File: src/rtl/pulse_event_capture_if.sv
// Record stream from pulse_event_capture to its rd-side consumer (CSR block or DMA).
// The producer drives valid/time/width; the consumer drives ready.
interface pulse_event_capture_if #(
    parameter int TS_W  = 32,
    parameter int WID_W = 16
);
    logic             evt_valid;
    logic             evt_ready;
    logic [TS_W-1:0]  evt_time;
    logic [WID_W-1:0] evt_width;

    modport master (
        output evt_valid,
        output evt_time,
        output evt_width,
        input  evt_ready
    );

    modport slave (
        input  evt_valid,
        input  evt_time,
        input  evt_width,
        output evt_ready
    );
endinterface

File: src/rtl/pulse_event_capture.sv
// Synchronizes pulse_en, measures start time and width of each high interval, and queues one record per pulse in a FWFT FIFO.
// Optional macro PULSE_EVT_MIN_WIDTH_FILTER_EN drops records shorter than MIN_WIDTH and counts them in drop_cnt.
module pulse_event_capture #(
    parameter int SYNC_STAGES = 2,
    parameter int TS_W        = 32,
    parameter int WID_W       = 16,
    parameter int DEPTH       = 4,
    parameter int MIN_WIDTH   = 2
) (
    input  logic                   rd_clk,
    input  logic                   rd_resetn,
    input  logic                   pulse_en,
    input  logic                   clear_ovf,
    output logic [$clog2(DEPTH):0] fifo_level,
    output logic                   overflow,
    output logic [7:0]             drop_cnt,
    pulse_event_capture_if.master  evt
);

    localparam int PTR_W = $clog2(DEPTH);
    localparam int LVL_W = PTR_W + 1;
    localparam int ARM_W = $clog2(SYNC_STAGES + 1);
    localparam int REC_W = TS_W + WID_W;

    if (SYNC_STAGES < 2 || DEPTH < 2 || (DEPTH & (DEPTH - 1)) != 0 || MIN_WIDTH < 1) begin : g_param_check
        $error("pulse_event_capture: illegal parameter set");
    end

    typedef enum logic [1:0] {
        ST_ARM  = 2'd0,
        ST_IDLE = 2'd1,
        ST_HIGH = 2'd2
    } state_t;

    logic [SYNC_STAGES-1:0] sync_q;
    logic                   s;
    logic                   s_d_q;
    logic [TS_W-1:0]        ts_q;
    logic [ARM_W-1:0]       arm_cnt_q;
    logic                   arm_filled;

    state_t                 state_q, state_d;
    logic [TS_W-1:0]        start_q, start_d;
    logic [WID_W-1:0]       width_q, width_d;
    logic                   rec_done;
    logic                   push;

    logic [REC_W-1:0]       mem_q [DEPTH];
    logic [PTR_W-1:0]       wr_ptr_q, wr_ptr_d;
    logic [PTR_W-1:0]       rd_ptr_q, rd_ptr_d;
    logic [LVL_W-1:0]       count_q, count_d;
    logic [LVL_W-1:0]       after_pop;
    logic                   full;
    logic                   pop;
    logic                   push_acc;
    logic                   drop;
    logic                   overflow_q, overflow_d;

    logic                   out_valid_q, out_valid_d;
    logic [TS_W-1:0]        out_time_q;
    logic [WID_W-1:0]       out_width_q;
    logic [REC_W-1:0]       head_rec;

    assign s = sync_q[SYNC_STAGES-1];
    // After reset the chain holds reset zeros rather than samples, so s=0 is only trusted once it has refilled.
    assign arm_filled = (arm_cnt_q == ARM_W'(SYNC_STAGES));

    always_ff @(posedge rd_clk) begin
        if (!rd_resetn) begin
            sync_q    <= '0;
            s_d_q     <= 1'b0;
            ts_q      <= '0;
            arm_cnt_q <= '0;
        end else begin
            sync_q <= {sync_q[SYNC_STAGES-2:0], pulse_en};
            s_d_q  <= s;
            ts_q   <= ts_q + TS_W'(1);
            if (!arm_filled) begin
                arm_cnt_q <= arm_cnt_q + ARM_W'(1);
            end
        end
    end

    always_comb begin
        state_d  = state_q;
        start_d  = start_q;
        width_d  = width_q;
        rec_done = 1'b0;
        case (state_q)
            ST_ARM: begin
                if (arm_filled && !s) begin
                    state_d = ST_IDLE;
                end
            end
            ST_IDLE: begin
                if (s && !s_d_q) begin
                    start_d = ts_q;
                    width_d = WID_W'(1);
                    state_d = ST_HIGH;
                end
            end
            ST_HIGH: begin
                if (s) begin
                    if (width_q != {WID_W{1'b1}}) begin
                        width_d = width_q + WID_W'(1);
                    end
                end else begin
                    rec_done = 1'b1;
                    state_d  = ST_IDLE;
                end
            end
            default: state_d = ST_ARM;
        endcase
    end

    always_ff @(posedge rd_clk) begin
        if (!rd_resetn) begin
            state_q <= ST_ARM;
            start_q <= '0;
            width_q <= '0;
        end else begin
            state_q <= state_d;
            start_q <= start_d;
            width_q <= width_d;
        end
    end

`ifdef PULSE_EVT_MIN_WIDTH_FILTER_EN
    localparam logic [WID_W:0] MIN_LIM = (WID_W + 1)'(MIN_WIDTH);
    logic       short_rec;
    logic [7:0] drop_cnt_q;

    assign short_rec = ({1'b0, width_q} < MIN_LIM);
    assign push      = rec_done && !short_rec;
    assign drop_cnt  = drop_cnt_q;

    always_ff @(posedge rd_clk) begin
        if (!rd_resetn) begin
            drop_cnt_q <= '0;
        end else if (rec_done && short_rec && drop_cnt_q != 8'hFF) begin
            drop_cnt_q <= drop_cnt_q + 8'd1;
        end
    end
`else
    assign push     = rec_done;
    assign drop_cnt = 8'd0;
`endif

    assign full     = (count_q == LVL_W'(DEPTH));
    assign pop      = out_valid_q && evt.evt_ready;
    assign push_acc = push && (!full || pop);
    assign drop     = push && full && !pop;

    // The output stage tracks the head as it stands before this edge's write, so a record pushed
    // into an empty FIFO shows up one cycle later and a pop immediately exposes the next stored entry.
    always_comb begin
        wr_ptr_d    = wr_ptr_q + PTR_W'(push_acc);
        rd_ptr_d    = rd_ptr_q + PTR_W'(pop);
        count_d     = count_q + LVL_W'(push_acc) - LVL_W'(pop);
        after_pop   = count_q - LVL_W'(pop);
        out_valid_d = (after_pop != '0);
        head_rec    = mem_q[rd_ptr_d];
        overflow_d  = overflow_q;
        if (drop) begin
            overflow_d = 1'b1;
        end else if (clear_ovf) begin
            overflow_d = 1'b0;
        end
    end

    always_ff @(posedge rd_clk) begin
        if (push_acc) begin
            mem_q[wr_ptr_q] <= {start_q, width_q};
        end
    end

    always_ff @(posedge rd_clk) begin
        if (!rd_resetn) begin
            wr_ptr_q    <= '0;
            rd_ptr_q    <= '0;
            count_q     <= '0;
            overflow_q  <= 1'b0;
            out_valid_q <= 1'b0;
            out_time_q  <= '0;
            out_width_q <= '0;
        end else begin
            wr_ptr_q    <= wr_ptr_d;
            rd_ptr_q    <= rd_ptr_d;
            count_q     <= count_d;
            overflow_q  <= overflow_d;
            out_valid_q <= out_valid_d;
            if (out_valid_d) begin
                out_time_q  <= head_rec[REC_W-1:WID_W];
                out_width_q <= head_rec[WID_W-1:0];
            end
        end
    end

    assign evt.evt_valid = out_valid_q;
    assign evt.evt_time  = out_time_q;
    assign evt.evt_width = out_width_q;
    assign fifo_level    = count_q;
    assign overflow      = overflow_q;

endmodule

File: src/flat_wrapper.sv
// flat-port wrapper written by rule: the top's interface ports become plain ports
module pulse_event_capture_flat 
#(
    parameter int SYNC_STAGES = 2,
    parameter int TS_W        = 32,
    parameter int WID_W       = 16,
    parameter int DEPTH       = 4,
    parameter int MIN_WIDTH   = 2
)
  (rd_clk, rd_resetn, pulse_en, clear_ovf, fifo_level, overflow, drop_cnt, evt_evt_valid, evt_evt_time, evt_evt_width, evt_evt_ready);
  pulse_event_capture_if #(.TS_W(TS_W), .WID_W(WID_W)) evt_i ();
  input  logic rd_clk;
  input  logic rd_resetn;
  input  logic pulse_en;
  input  logic clear_ovf;
  output logic [$clog2(DEPTH):0] fifo_level;
  output logic overflow;
  output logic [7:0] drop_cnt;
  output wire logic [$bits(evt_i.evt_valid)-1:0] evt_evt_valid;
  output wire logic [$bits(evt_i.evt_time)-1:0] evt_evt_time;
  output wire logic [$bits(evt_i.evt_width)-1:0] evt_evt_width;
  input wire logic [$bits(evt_i.evt_ready)-1:0] evt_evt_ready;
  assign evt_evt_valid = evt_i.evt_valid;
  assign evt_evt_time = evt_i.evt_time;
  assign evt_evt_width = evt_i.evt_width;
  assign evt_i.evt_ready = evt_evt_ready;
  pulse_event_capture #(.SYNC_STAGES(SYNC_STAGES), .TS_W(TS_W), .WID_W(WID_W), .DEPTH(DEPTH), .MIN_WIDTH(MIN_WIDTH)) u_core (.rd_clk(rd_clk), .rd_resetn(rd_resetn), .pulse_en(pulse_en), .clear_ovf(clear_ovf), .fifo_level(fifo_level), .overflow(overflow), .drop_cnt(drop_cnt), .evt(evt_i));
endmodule
File: config.mk
export PLATFORM = sky130hd
export DESIGN_NAME = pulse_event_capture_flat
export DESIGN_NICKNAME = d
export VERILOG_FILES = /design/src/rtl/pulse_event_capture_if.sv /design/src/rtl/pulse_event_capture.sv /design/src/flat_wrapper.sv
export SDC_FILE = /design/constraint.sdc
export NUM_CORES = 1
export LEC_CHECK = 0
export CORE_MARGIN = 2
export CORE_UTILIZATION = 55
export DETAILED_ROUTE_END_ITERATION = 12
export HOLD_SLACK_MARGIN = 0.1
export PLACE_DENSITY = 0.75
export SYNTH_ARGS = -nofsm -noshare
export SYNTH_HDL_FRONTEND = slang
export SYNTH_SLANG_ARGS = --single-unit
File: constraint.sdc
create_clock -name rd_clk -period 8.3 [get_ports rd_clk]
set_clock_uncertainty 0.05 [all_clocks]
set_input_delay 1.66 -clock rd_clk [delete_from_list [all_inputs] [get_ports rd_clk]]
set_output_delay 1.66 -clock rd_clk [all_outputs]
set_load 0.005 [all_outputs]
======== Word-level counts from Yosys, hierarchy flattened ========
Memories as Yosys holds them, arrays and structs flattened. A register that Yosys moved wholly into a read port is not among the register bits.
Index checks and enable logic that the tools add are counted.
word-level totals
  bits in writable memories ............... 192
  bits of input ports ..................... 5
  word-level logic and storage cells ...... 64
  memories kept ........................... 1
  output and inout port bits .............. 61
  register bits ........................... 96
memory list
  name          words  bits a word  rd ports  clocked after Yosys merged registers in  write ports  line                       source
  u_core.mem_q  4      48           1         1                                        1            pulse_event_capture.sv:48  logic [REC_W-1:0] mem_q [DEPTH];
cells by class
  $add $sub $neg .......................... 8
  muxes and demuxes ....................... 14
  reduce and logical (&&, ||, !) cells .... 19
  eq/ne operators ......................... 10
operator list
  operator                 count
  $mux W16                 3
  $add A32 B1 Y32 const B  1
  $pmux W16 S2             1
  $add A16 B1 Y16 const B  1
  $ne A16 B16 Y1 const B   1
  $ne A2 B1 Y1 const B     4
  $logic_and A1 B1 Y1      6
  $mux W1                  6
  $mux W2                  3
  $pmux W2 S3              1
  $sub A3 B1 Y3            2
  $logic_not A1 Y1         5
  $add A2 B1 Y2            2
  $eq A2 B2 Y1 const B     2
  $reduce_and A4 Y1        1
  $reduce_bool A2 Y1       2
  $add A3 B1 Y3            1
  $eq A3 B3 Y1 const B     1
  $reduce_and A3 Y1        1
  $reduce_bool A3 Y1       1
  $add A2 B1 Y2 const B    1
  $eq A2 B1 Y1 const B     1
  $logic_not A2 Y1         1
  $ne A2 B2 Y1 const B     1
  2 further kinds          2

======== Logic depth before layout (Yosys ltp) ========
Gate-level depths: netlist of run 1.
  depth in word-level cells ............... 6
  gate-level depth with buffers ........... 9
  mapped depth without buffers ............ 9

======== Least setup slack after synthesis of run 1 ========
No wires, ideal clock.
  path kind ............................... input to register
  start ................................... input port evt_evt_ready
  end ..................................... memory u_core.mem_q[0][0] (netlist name), enable pin
  data arrival time ....................... 5,912 ps
  slack ................................... 1,814 ps
  buffers on the path ..................... 0
  data required time ...................... 7,727 ps
  setup time .............................. 523 ps
  stages on the path ...................... 4
  cell sequence ........................... and2_1 > nor3_1 > a21boi_0 > nor3b_1
between the ends
  cells in the longest elaborated chain, start to end .. 5
RTL lines
  item                           line                        source
  from (decl)                    flat_wrapper.sv:22          input wire logic [$bits(evt_i.evt_ready)-1:0] evt_evt_ready;
  $logic_and A1 B1 Y1            pulse_event_capture.sv:150  assign pop = out_valid_q && evt.evt_ready;
  $logic_or A1 B1 Y1             pulse_event_capture.sv:151  assign push_acc = push && (!full || pop);
  $logic_and A1 B1 Y1            pulse_event_capture.sv:151
  $mux W1                        pulse_event_capture.sv:172  if (push_acc) begin
  $mux W1 (not written as such)  pulse_event_capture.sv:173  mem_q[wr_ptr_q] <= {start_q, width_q};
  to (decl)                      pulse_event_capture.sv:48
Every way passes these cells.

======== Final worst setup path of run 1 ========
  start ................................... input port evt_evt_ready
  end ..................................... memory u_core.mem_q[1][38] (netlist name), enable pin
The elaborated chain is that of the path after synthesis.

==> results of run 1 <==
## metal layers
layer  track usage  vias up
li1              -     3301
met1         0.272     3522
met2         0.331      229
met3        0.0336       52
met4        0.0639        0
met5             0        -
## final cells by class
| class | count | area, µm² |
|---|---|---|
| Sequential cell | 336 | 8650 |
| Inverter | 11 | 41.3 |
| Clock inverter | 15 | 185 |
| Timing Repair Buffer | 66 | 638 |
| Tap cell | 285 | 357 |
| Multi-Input combinational cell | 461 | 3630 |
| Clock buffer | 47 | 1050 |
| Fill cell | 1555 | 7890 |
## power by group through the flow
stage | sequential [W] | clock, W | combinational [W]
floorplan | 0.00199 | 0 | 0.000463
global placement | 0.00200 | 0 | 0.000799
detailed placement | 0.00200 | 0 | 0.000815
CTS | 0.00197 | 0.00166 | 0.000820
global route | 0.00198 | 0.00172 | 0.000870
finish | 0.00197 | 0.00163 | 0.000803
## cells by family (layout without fill, tap and decap cells)
| kind of cell | Yosys count | after routing | synth area share |
|---|---|---|---|
| compound gates | 130 | 130 | 0.0710 |
| xor+xnor | 32 | 32 | 0.0225 |
| fa+ha+maj | 10 | 10 | 0.0106 |
| buf+inv | 63 | 139 | 0.0228 |
| flops | 336 | 336 | 0.694 |
| mux | 48 | 48 | 0.0867 |
| other cells | 1 | 8 | 0.000301 |
| simple gates | 233 | 233 | 0.0924 |
## worst paths after layout
| path | slack, ns | cells past startpoint | startpoint | to |
|---|---|---|---|---|
| worst max-delay path | 4.04 | 7 | evt_evt_ready | u_core.mem_q[1][38] |
| worst min-delay path | 0.42 | 1 | u_core.evt.evt_width[5] | u_core.evt.evt_width[5] |
| worst max register to register | 5.31 | 6 | u_core.state_q[0] | u_core.mem_q[1][38] |
| worst min register to register | 0.42 | 1 | u_core.evt.evt_width[5] | u_core.evt.evt_width[5] |
## state kept, by name, summed over array words and instances (netlist names), 2 cells and up
register / cells
u_core.arm_cnt_q: 2
u_core.evt.evt_time: 32
u_core.evt.evt_width: 16
u_core.fifo_level: 3
u_core.mem_q: 192
u_core.rd_ptr_q: 2
u_core.start_q: 32
u_core.state_q: 2
u_core.sync_q: 2
u_core.ts_q: 32
u_core.width_q: 16
u_core.wr_ptr_q: 2
## placed cells by master, fill, tap and decap left out, types with 8 or more instances in the layout
master           instances
buf_4                    9
mux4_2                  48
a22o_1                  48
conb_1                   8
and3_1                   9
xnor2_1                 16
and2_1                  13
edfxtp_1               192
nor2_1                  43
inv_1                   10
ha_1                     8
clkbuf_16               40
nand3_1                 23
clkdlybuf4s50_1         57
a21oi_1                 49
xor2_1                  15
nor3_1                  11
dfxtp_1                144
nand2_1                 88
o21ai_0                 13
## stage by stage
step | worst slack, ns | power, W | cell area (µm²) | util
finish | 4.04 | 0.00440 | 14500 | 0.648
CTS | 4.02 | 0.00444 | 14500 | 0.648
global placement | 3.57 | 0.00280 | 13300 | 0.593
detailed placement | 3.48 | 0.00281 | 13300 | 0.593
global route | 3.83 | 0.00457 | 14500 | 0.648
floorplan | 1.81 | 0.00245 | 12500 | -
==> results.sh, run 1 <==
export IMPL_layout_drive_gt1_share=0.141
export IMPL_pwr_share_seq=0.447
export IMPL_io_buffers=57
export IMPL_cts_buffer_depth=3
export IMPL_slowest_stage="nor2_4"
export IMPL_grt_max_degree=80
export IMPL_synthTopCellsByArea="edfxtp_1 46%, dfxtp_1 23%, mux4_2 8.7%, a22o_1 3.4%, nand2_1 2.6%"
export IMPL_ys_ff_latch=336
export IMPL_num_rows=55
export IMPL_fmax_mhz=235
export IMPL_ir_drop_mv=0.146
export IMPL_avgRoutedWirePerCell_um=19.2
export IMPL_cts_tree="yes"
export IMPL_antenna_left=0
export IMPL_dp_hpwl_mm=13.3
export IMPL_wl_met1_mm=10.1
export IMPL_grt_pass1_vias=6849
export IMPL_design_core_area_mm2=0.0224
export IMPL_worstSetupPathType="primary input to flop"
export IMPL_grt_pass1_wl_mm=37.2
export IMPL_synth_edf_count=192
export IMPL_switching_share=0.237
export IMPL_fin_nets=925
export IMPL_gp_congestion=0.860
export IMPL_synth_avg_cell_area_um2=14.6
export IMPL_vias=7104
export IMPL_cts_buffers=34
export IMPL_p_clk_frac=0.371
export IMPL_die_h_um=155
export IMPL_diodes=0
export IMPL_required_ns=8.40
export IMPL_synth_area_mm2=0.0125
export IMPL_synth_main_ff_cell="edfxtp_1"
export IMPL_setup_viol_count_final=0
export IMPL_fin_cells=1221
export IMPL_ys_seq_area_frac=0.694
export IMPL_root_buffer="clkbuf_16"
export IMPL_antenna_found_initial=0
export IMPL_via_per_inst=5.82
export IMPL_path_clk_slew_ns=0.06
export IMPL_grt_usage=0.199
export IMPL_yosysWarningCount=0
export IMPL_drc=0
export IMPL_clock_latency_ns=0.50
export IMPL_topRoutingLayerUsed="met4"
export IMPL_synthArstFlopShare=0
export IMPL_ys_types=50
export IMPL_critPathArrivalTime_ns=4.35
export IMPL_p_int_w=0.00336
export IMPL_dp_cells=1159
export IMPL_cts_max_level=2
export IMPL_ys_top_cells_by_count="192 x edfxtp_1, 144 x dfxtp_1, 88 x nand2_1"
export IMPL_final_max_slew_violation_count=0
export IMPL_yosysTopAreaCell="edfxtp_1"
export IMPL_tightest_slew_ns=1.15
export IMPL_fin_setup_tns_ns=0
export IMPL_initial_core_util=0.556
export IMPL_grt_ovfl_total=0
export IMPL_cts_setup_buffers=0
export IMPL_status="completed"
export IMPL_max_stage_delay_ns=0.55
export IMPL_fp_dieArea_mm2=0.0239
export IMPL_drtPass1Iterations=5
export IMPL_critPathTopFamily="simple AND/OR/NAND/NOR gates"
export IMPL_yosys_cell_count_top_type="edfxtp_1"
export IMPL_period_minus_slack_ns=4.26
export IMPL_yosys_area_top_type_share=0.462
export IMPL_wl_met2_mm=11.5
export IMPL_p_comb_frac=0.182
export IMPL_area_growth_pct=16.6
export IMPL_crit_buf_inv=2
export IMPL_syn_inst=853
export IMPL_startpoint_type="primary input"
export IMPL_cap_violations=0
export IMPL_wl_met3_mm=1.27
export IMPL_hold_class="flop to flop"
export IMPL_hold_viol_final=0
export IMPL_min_period_over_period=0.513
export IMPL_p_per_area_mw_per_mm2=303
export IMPL_leakagePower_nw=4.85
export IMPL_crit_chain="clkdlybuf4s50_1, and2_1, nor3_1, a21boi_0, nand2_1, nor2_4, buf_4"
export IMPL_cts_sinks=336
export IMPL_critPathCaptureType="flop"
export IMPL_p_switching_w=0.00104
export IMPL_cp_max_fo=28
export IMPL_hold_buffers=0
export IMPL_rsz0062_at_grt="false"
export IMPL_holdWs_ns=0.424
export IMPL_drt_iter0_markers=536
export IMPL_die_x_um=155
export IMPL_max_slew_margin=0.234
export IMPL_num_io_pins=66
export IMPL_drt_total_wl_mm=23.5
export IMPL_cts_resized_gates=0
(Power assumes the default switching activity.)
==> run 2: changes to the inputs <==
==> constraint.sdc (replaced) <==
create_clock -name rd_clk -period 4.2 [get_ports rd_clk]
set_clock_uncertainty 0.05 [all_clocks]
set_input_delay 0.84 -clock rd_clk [delete_from_list [all_inputs] [get_ports rd_clk]]
set_output_delay 0.84 -clock rd_clk [all_outputs]
set_load 0.005 [all_outputs]
==> run 2 against run 1 <==
Combinational power rose by 110%. Global-route usage up 0.20 points. Sequential power up 97%. Total power increased by 91%. Final area decreased by 0.11%. Largest cell class unchanged. Largest power group unchanged. Highest routed layer unchanged.
==> results.sh, run 2 (synthesized netlist as in run 1, its figures left out) <==
export IMPL_status="completed"
export IMPL_avgRoutedWirePerCell_um=18.7
export IMPL_drtPass1Iterations=5
export IMPL_cts_buffers=34
export IMPL_critPathCaptureType="flop"
export IMPL_max_slew_margin=0.369
export IMPL_fin_nets=935
export IMPL_crit_chain="clkdlybuf4s50_1, and2_1, nor3_1, a21boi_0, ha_1, inv_1, fa_1, xor2_1, xnor2_1, nor2_1"
export IMPL_critPathArrivalTime_ns=3.24
export IMPL_drt_total_wl_mm=23.1
export IMPL_leakagePower_nw=4.82
export IMPL_cts_tree="yes"
export IMPL_setup_viol_count_final=0
export IMPL_design_core_area_mm2=0.0224
export IMPL_via_per_inst=5.73
export IMPL_vias=7045
export IMPL_cts_resized_gates=0
export IMPL_fp_dieArea_mm2=0.0239
export IMPL_cts_sinks=336
export IMPL_fin_setup_tns_ns=0
export IMPL_cts_buffer_depth=3
export IMPL_cts_setup_buffers=0
export IMPL_root_buffer="clkbuf_16"
export IMPL_pwr_share_seq=0.462
export IMPL_final_max_slew_violation_count=0
export IMPL_p_per_area_mw_per_mm2=579
export IMPL_topRoutingLayerUsed="met4"
export IMPL_finish_utilization=0.648
export IMPL_wl_met2_mm=11.5
export IMPL_rsz0062_at_grt="false"
export IMPL_startpoint_type="primary input"
export IMPL_final_common_cell="edfxtp_1"
export IMPL_wl_met3_mm=1.03
export IMPL_required_ns=4.53
export IMPL_path_clk_slew_ns=0.06
export IMPL_area_growth_pct=16.5
export IMPL_num_rows=55
export IMPL_wl_met1_mm=10.2
export IMPL_antenna_left=0
export IMPL_worstSetupPathType="primary input to flop"
export IMPL_diodes=0
export IMPL_antenna_found_initial=0
export IMPL_p_comb_frac=0.196
export IMPL_grt_pass1_vias=7098
export IMPL_hold_buffers=0
export IMPL_min_period_over_period=0.694
export IMPL_dp_hpwl_mm=14.0
export IMPL_slowest_stage="clkdlybuf4s50_1"
export IMPL_grt_max_degree=41
export IMPL_nFillCells=1609
export IMPL_gp_congestion=0.829
export IMPL_cp_max_fo=6
export IMPL_p_clk_frac=0.342
export IMPL_layout_drive_gt1_share=0.143
export IMPL_die_x_um=155
export IMPL_io_buffers=57
export IMPL_critPathTopFamily="adder cells"
export IMPL_cts_max_level=2
export IMPL_top_register="u_core.mem_q"
export IMPL_tightest_slew_ns=0.947
export IMPL_max_stage_delay_ns=0.50
export IMPL_p_switching_w=0.00202
export IMPL_mostFrequentLayoutCells="192 x edfxtp_1, 144 x dfxtp_1, 88 x nand2_1"
export IMPL_grt_usage=0.201
export IMPL_hold_class="flop to flop"
export IMPL_largest_reg_flops=192
export IMPL_drc=0
export IMPL_drt_iter0_markers=551
export IMPL_fmax_mhz=343
export IMPL_num_io_pins=66
export IMPL_ir_drop_mv=0.299
export IMPL_cap_violations=0
export IMPL_switching_share=0.240
export IMPL_die_h_um=155
export IMPL_initial_core_util=0.556
export IMPL_p_int_w=0.00640
export IMPL_clock_latency_ns=0.51
export IMPL_grt_ovfl_total=0
export IMPL_period_minus_slack_ns=2.91
export IMPL_crit_buf_inv=2
export IMPL_hold_viol_final=0
export IMPL_grt_pass1_wl_mm=37.8
run 2: changes by cell type in the layout (fill, tap and decap cells not counted):
cell and delta:
clkbuf_1 +3, clkinv_4 -2, nor3b_4 +1, clkinv_2 -2, nor3b_2 -1, buf_12 +4, clkinvlp_4 +3, clkinv_1 +3
buf_4 +6, bufinv_16 -3, clkbuf_16 -3
run 2: final cells by class:
cell class,count,area [µm²],area share
clock buffer,47,983,0.0677
clock inverter,14,101,0.00698
inverter,11,41.3,0.00284
multi-input combinational,461,3630,0.250
sequential,336,8650,0.595
tap,285,357,0.0245
timing repair buffer,76,763,0.0525
run 2: layer usage:
metal	vias up	global-route usage
met4	0	0.0639
met2	176	0.343
li1	3334	-
met1	3500	0.272
met3	35	0.0269
met5	-	0
run 2: metrics by stage:
stage | cell area, µm² | setup slack (ns) | instances | hold WS [ns] | total power (W)
2_1_floorplan | 12500 | 0.107 | 860 | 0.362 | 0.00485
3_3_place_gp | 13400 | 0.767 | 1169 | 0.408 | 0.00561
3_5_place_dp | 13400 | 0.771 | 1169 | 0.417 | 0.00564
4_1_cts | 14500 | 1.29 | 1230 | 0.423 | 0.00851
5_1_grt | 14500 | 1.10 | 1230 | 0.446 | 0.00878
6_report | 14500 | 1.29 | 1230 | 0.424 | 0.00841
run 2: worst paths after layout:
path	startpoint	endpoint	slack (ns)	depth (start not counted)
worst max-delay path	evt_evt_ready	u_core.fifo_level[2]	1.29	10
worst min register to register	u_core.evt.evt_time[7]	u_core.evt.evt_time[7]	0.42	1
worst max register to register	u_core.state_q[1]	u_core.width_q[3]	1.44	5
worst min-delay path	u_core.evt.evt_time[7]	u_core.evt.evt_time[7]	0.42	1
run 2: power groups by stage:
stage	logic, W	clock network, W	registers [W]
detailed placement	0.00169	0	0.00395
global placement	0.00166	0	0.00395
global route	0.00180	0.00306	0.00392
floorplan	0.000915	0	0.00393
finish	0.00165	0.00287	0.00389
CTS	0.00169	0.00293	0.00389
run 2: worst register-to-register path: cells and delay by family (launching register included):
| kind | cells | cell delay, ns |
|---|---|---|
| and+or+nand+nor | 2 | 0.96 |
| AOI/OAI and AO/OA | 3 | 1.27 |
| DFF | 1 | 0.37 |
